`src/rtl/alu_operand_stage.sv`:
```
// Issue stage ahead of the MIPS ALU: decodes R/I-type ALU ops into the ALU
// control code, reads operands from a 32x32 register file (with writeback
// bypass) and holds the result in a single registered valid/ready slot.
module alu_operand_stage #(
  parameter int NREGS = 32,
  parameter int WIDTH = 32
) (
  input  logic             clk,
  input  logic             rst_n,
  input  logic             in_valid,
  output logic             in_ready,
  input  logic [31:0]      in_instr,
  output logic             out_valid,
  input  logic             out_ready,
  output logic [3:0]       out_aluctl,
  output logic [WIDTH-1:0] out_a,
  output logic [WIDTH-1:0] out_b,
  output logic [4:0]       out_dest,
  input  logic             wb_en,
  input  logic [4:0]       wb_addr,
  input  logic [WIDTH-1:0] wb_data,
  output logic             illegal
);

  localparam logic [5:0] OP_RTYPE = 6'h00;
  localparam logic [5:0] OP_ADDI  = 6'h08;
  localparam logic [5:0] OP_SLTI  = 6'h0A;
  localparam logic [5:0] OP_ANDI  = 6'h0C;
  localparam logic [5:0] OP_ORI   = 6'h0D;

  localparam logic [5:0] FN_ADD = 6'h20;
  localparam logic [5:0] FN_SUB = 6'h22;
  localparam logic [5:0] FN_AND = 6'h24;
  localparam logic [5:0] FN_OR  = 6'h25;
  localparam logic [5:0] FN_NOR = 6'h27;
  localparam logic [5:0] FN_SLT = 6'h2A;

  logic [NREGS-1:0][WIDTH-1:0] regs;

  logic [5:0]  opcode, funct;
  logic [4:0]  rs, rt, rd;
  logic [15:0] imm;

  assign opcode = in_instr[31:26];
  assign rs     = in_instr[25:21];
  assign rt     = in_instr[20:16];
  assign rd     = in_instr[15:11];
  assign imm    = in_instr[15:0];
  assign funct  = in_instr[5:0];

  logic             accept;
  logic             dec_legal;
  logic [3:0]       dec_ctl;
  logic [WIDTH-1:0] dec_b;
  logic [4:0]       dec_dest;
  logic [WIDTH-1:0] rs_val, rt_val;

  assign in_ready = !out_valid || out_ready;
  assign accept   = in_valid && in_ready;

  // Operand read: r0 is hard zero, a same-cycle writeback wins over the array.
  always_comb begin
    rs_val = regs[rs];
    rt_val = regs[rt];
    if (wb_en && wb_addr == rs) rs_val = wb_data;
    if (wb_en && wb_addr == rt) rt_val = wb_data;
    if (rs == 5'd0) rs_val = '0;
    if (rt == 5'd0) rt_val = '0;
  end

  // Instruction decode into ALU control, B operand and destination.
  always_comb begin
    dec_legal = 1'b0;
    dec_ctl   = 4'd0;
    dec_b     = rt_val;
    dec_dest  = rd;
    if (opcode == OP_RTYPE) begin
      dec_legal = 1'b1;
      case (funct)
        FN_AND:  dec_ctl = 4'd0;
        FN_OR:   dec_ctl = 4'd1;
        FN_ADD:  dec_ctl = 4'd2;
        FN_SUB:  dec_ctl = 4'd6;
        FN_SLT:  dec_ctl = 4'd7;
        FN_NOR:  dec_ctl = 4'd12;
        default: dec_legal = 1'b0;
      endcase
    end else begin
      dec_legal = 1'b1;
      dec_dest  = rt;
      case (opcode)
        OP_ADDI: begin dec_ctl = 4'd2; dec_b = {{(WIDTH-16){imm[15]}}, imm}; end
        OP_SLTI: begin dec_ctl = 4'd7; dec_b = {{(WIDTH-16){imm[15]}}, imm}; end
        OP_ANDI: begin dec_ctl = 4'd0; dec_b = {{(WIDTH-16){1'b0}}, imm}; end
        OP_ORI:  begin dec_ctl = 4'd1; dec_b = {{(WIDTH-16){1'b0}}, imm}; end
        default: dec_legal = 1'b0;
      endcase
    end
  end

  // Register file write port; r0 is never written.
  always_ff @(posedge clk or negedge rst_n) begin
    if (!rst_n) begin
      regs <= '0;
    end else if (wb_en && wb_addr != 5'd0) begin
      regs[wb_addr] <= wb_data;
    end
  end

  // Output slot: load on legal accept, drain on out_ready, otherwise hold.
  // An accepted illegal op only happens when the slot is empty or draining,
  // so it falls into the drain branch and leaves the slot empty.
  always_ff @(posedge clk or negedge rst_n) begin
    if (!rst_n) begin
      out_valid  <= 1'b0;
      out_aluctl <= '0;
      out_a      <= '0;
      out_b      <= '0;
      out_dest   <= '0;
      illegal    <= 1'b0;
    end else begin
      illegal <= accept && !dec_legal;
      if (accept && dec_legal) begin
        out_valid  <= 1'b1;
        out_aluctl <= dec_ctl;
        out_a      <= rs_val;
        out_b      <= dec_b;
        out_dest   <= dec_dest;
      end else if (out_ready) begin
        out_valid <= 1'b0;
      end
    end
  end

endmodule

```
`config.mk`:
```
export PLATFORM = sky130hd
export DESIGN_NAME = alu_operand_stage
export DESIGN_NICKNAME = d
export VERILOG_FILES = /design/src/rtl/alu_operand_stage.sv
export SDC_FILE = /design/constraint.sdc
export NUM_CORES = 2
export LEC_CHECK = 0
export CORE_MARGIN = 5
export CORE_UTILIZATION = 60
export CTS_CLUSTER_SIZE = 40
export DETAILED_ROUTE_END_ITERATION = 12
export HOLD_SLACK_MARGIN = 0.12
export PLACE_DENSITY = 0.74
export SLEW_MARGIN = 40
export SYNTH_ARGS = -nofsm -noshare
export SYNTH_HDL_FRONTEND = slang
export SYNTH_SLANG_ARGS = --single-unit
```
`constraint.sdc`:
```
create_clock -name clk -period 3.1 [get_ports clk]
set_clock_uncertainty 0.2 [all_clocks]
set_input_delay 0.62 -clock clk [delete_from_list [all_inputs] [get_ports clk]]
set_output_delay 0.62 -clock clk [all_outputs]
set_load 0.01 [all_outputs]
```
==> impl_results.md <==
* Worst Path Arrival at 2.17 ns
* Mapped Cells at around 4200
* Final nets at 4532
* Synth unique cells at 56
* Setup bufs post-CTS at 0
* Area leader, netlist: dfrtp_1
* Slowest stage delay, CP at 0.52 ns
* Fmax at 0.334 GHz
* Sequential area share after synthesis at 0.476
* First-pass GRT wire length at between 200000 and 300000 um
* Worst flop-to-flop path endpoint: out_b[11]
* Met3 GRT Util at 0.120
* Starting Density at 0.607
* Critical path fanouts, max at 3
* Vias at 42439
* Boundary Pins at 150
* Worst rel slew slack at 0.362
* Leakage at about 0.03 uW
* Met2 global-route usage at 0.564
* # clock sinks at approximately 1100
* Largest net degree at the start of global routing at 90
* Cts bufs inserted at 116
* Final ANT Viol Nets at 0
* Die X at approximately 320 um
* Outcome: completed
* Global route hottest layer: met2
* Max-slew violation count at 0
* CTS tree: done
* Routed wire per std cell at 34.1 um
* DR pass1 iterations at 5
* Post-synth EDFFs at 0
* Max clock buf depth at 3
* HP Class: in2reg
* Crit path from: out_valid
* Power, Total at 43300 uW
* Initial antenna violation count at 8
* Pwr dens at 634 nW/um^2
* Period utilization at 0.966
* Mapped Avg Cell Area at around 14 sq um
* Filler instances at 6436
* GRT Total Usage at 0.386
* Top FF cell, synth: dfrtp_1
* Setup TNS at 0 ns
* M1 GR Usage at 0.527
* Die height at around 320 um
* FF-to-FF path depth at 6
* Drt initial violations at about 5600
* FF-to-FF setup slack at between 0.7 and 0.8 ns
* Post-synth ARST share at 1.00
* YS warnings at 0
* CP max-delay cell: clkdlybuf4s50_1
* Die ar. at just over 100000 sq um
* Worst-Margin Slew at roughly 0.95 ns
* Synth area leaders: dfrtp_1, mux2_2, mux4_2, clkbuf_1, o22ai_1
* WHS at 0.178 ns
* Post-Syn Area at roughly 58000 sq um
* Crit path required time at 2.28 ns
* #FFs+latches synth at roughly 1100
* Post-synth net total at 4305
* Crit path to: in_ready
* RSZ-0062 raised after global routing: no
* PostCTS Resize Cnt at 0
* CTS clk-pin slew, worst paths at around 0.06 ns
* Gr ovfl total at 0
* Routed WL at 199000 um
* Final Hold Viols at 0
* Buffers on Ports at 149
* DRC viols at 0
* H-tree lvl count at 3
* FF/Latch Area at roughly 28000 sq um
* Critical path type: reg2out
* Core area at 95300 sq um
* CP endpoint kind: primary output
* Vias in the first global route at between 40000 and 50000
* Final GP Congestion at around 1
* Post-CTS Hold Buffers at 1
* Layout cell share with drive strength beyond 1 at 0.501
* Startpoint types: flop
* Root buffer cell: clkbuf_16
* RR Startpoint: regs[171]
* Tmin final at ~3 ns
* Synth top area share at 0.476
* Row cnt at about 110
* Max IR drop VDD at between 0.0006 and 0.0007 V
* Hpwl dp at roughly 130000 um
* Final setup viols at 0
* Drt via density at approximately 7.3
* Crit path cell chain: nor2b_1, inv_1, clkdlybuf4s50_1
* Multi-input gate area at around 29000 sq um
* Max-cap viol count at 0
* Synth-to-layout area growth at 18.0%
* Worst-Skew Late Latency at roughly 0.72 ns
==> worst min path at each step <==
stage                      start          end  cells after the start
floorplan                  rst_n      illegal                      0
global route        in_instr[20]  out_dest[4]                      3
detailed placement       regs[2]      regs[2]                      0
CTS                 in_instr[20]  out_dest[4]                      3
finish              in_instr[20]  out_dest[4]                      3
global placement        regs[19]     regs[19]                      0
==> power breakdown <==
| group | switching (uW) | internal (uW) | leakage, uW |
|---|---|---|---|
| clock network | 6030 | 8180 | 0.00190 |
| registers | 2350 | 17200 | 0.0140 |
| logic | 3980 | 5590 | 0.0138 |
==> cells in the mapped netlist, types with 2 or more instances <==
library cell,n
a211oi_1,145
nor3b_1,7
nand3b_1,9
nor2b_1,35
and3_1,3
o21ai_1,31
mux4_2,316
and2_1,3
nor3_1,5
or4_1,3
mux2_2,1274
xnor2_1,6
nor2_1,71
a22o_1,47
nand3_1,22
clkbuf_1,373
o22ai_1,209
xor2_1,4
nand4bb_1,3
o31ai_1,32
and3b_1,5
buf_2,50
o41ai_1,2
nor4b_1,2
mux2i_1,84
a31oi_1,33
dfrtp_1,1099
inv_1,39
o22a_1,15
nand2_1,62
or2_2,4
or3b_2,3
nor4_1,20
nand2b_1,8
nor4b_4,2
o21ai_0,41
nand4_1,15
buf_1,50
a221oi_1,17
a22oi_1,32
a21oi_1,35
==> worst max-delay path, delay by kind of cell (launching register included) <==
family	cells	cell delay, ns
AND/OR/NAND/NOR	1	0.45
flip-flops	1	0.35
buffers and inverters	2	0.68
==> registers in the layout (all words and copies together) (netlist names) <==
name,count
regs,1024
out_a,32
out_b,32
out_dest,5
out_aluctl,4
illegal,1
out_valid,1
==> cell usage in the layout, fill, tap and decap left out, drive strengths merged, types with 7 or more instances in the layout <==
cell           Yosys  layout
nand3b             9       9
nor4              20      20
o31ai             32      32
a31oi             33      33
clkinv             0      28
clkinvlp           0       7
nor3b              7       7
nand2             62      62
buf              100     441
nand4             15      15
nand2b             8       8
inv               39      43
mux4             316     316
mux2            1274    1274
o21ai             72      72
nor2b             35      35
o22ai            209     209
a21oi             36      36
a211oi           145     145
dfrtp           1099    1099
a22o              47      47
bufinv             0       7
clkbuf           373     169
o22a              15      15
nor2              71      71
a221oi            17      17
a22oi             32      32
mux2i             84      84
nand3             22      22
clkdlybuf4s50      0     140
==> layer usage <==
layer	up-vias	share of wire
met5	-	0.00015
met4	4	0.063
met3	740	0.12
met2	2895	0.44
met1	22099	0.38
li1	16701	-
==> final cells by class <==
class,count,area share
clock buffer,169,0.0499
antenna,5,0.000183
sequential,1099,0.403
clock inverter,46,0.00664
tap,1265,0.0232
multi-input combinational,2620,0.419
inverter,39,0.00214
timing repair buffer,582,0.0955
==> stage by stage <==
stage          setup WS [ns]   util  instances  instance area [sq um]
2_1_floorplan          0.245      -       4231                  57800
3_3_place_gp          -0.609  0.675       5604                  64400
3_5_place_dp          -0.282  0.676       5604                  64400
4_1_cts               0.0956  0.716       5820                  68200
5_1_grt               0.0631  0.716       5822                  68200
6_report               0.107  0.716       5825                  68300
==> cells by family (layout without fill, tap and decap cells) <==
family,Yosys count,in the layout,share of synthesized area
xor+xnor,10,10,0.00151
compound gates,647,647,0.0760
simple gates,289,289,0.0270
other cells,0,5,0
buf+inv,512,836,0.0343
flops,1099,1099,0.476
mux,1674,1674,0.386
Power figures use the tool's default switching activity.
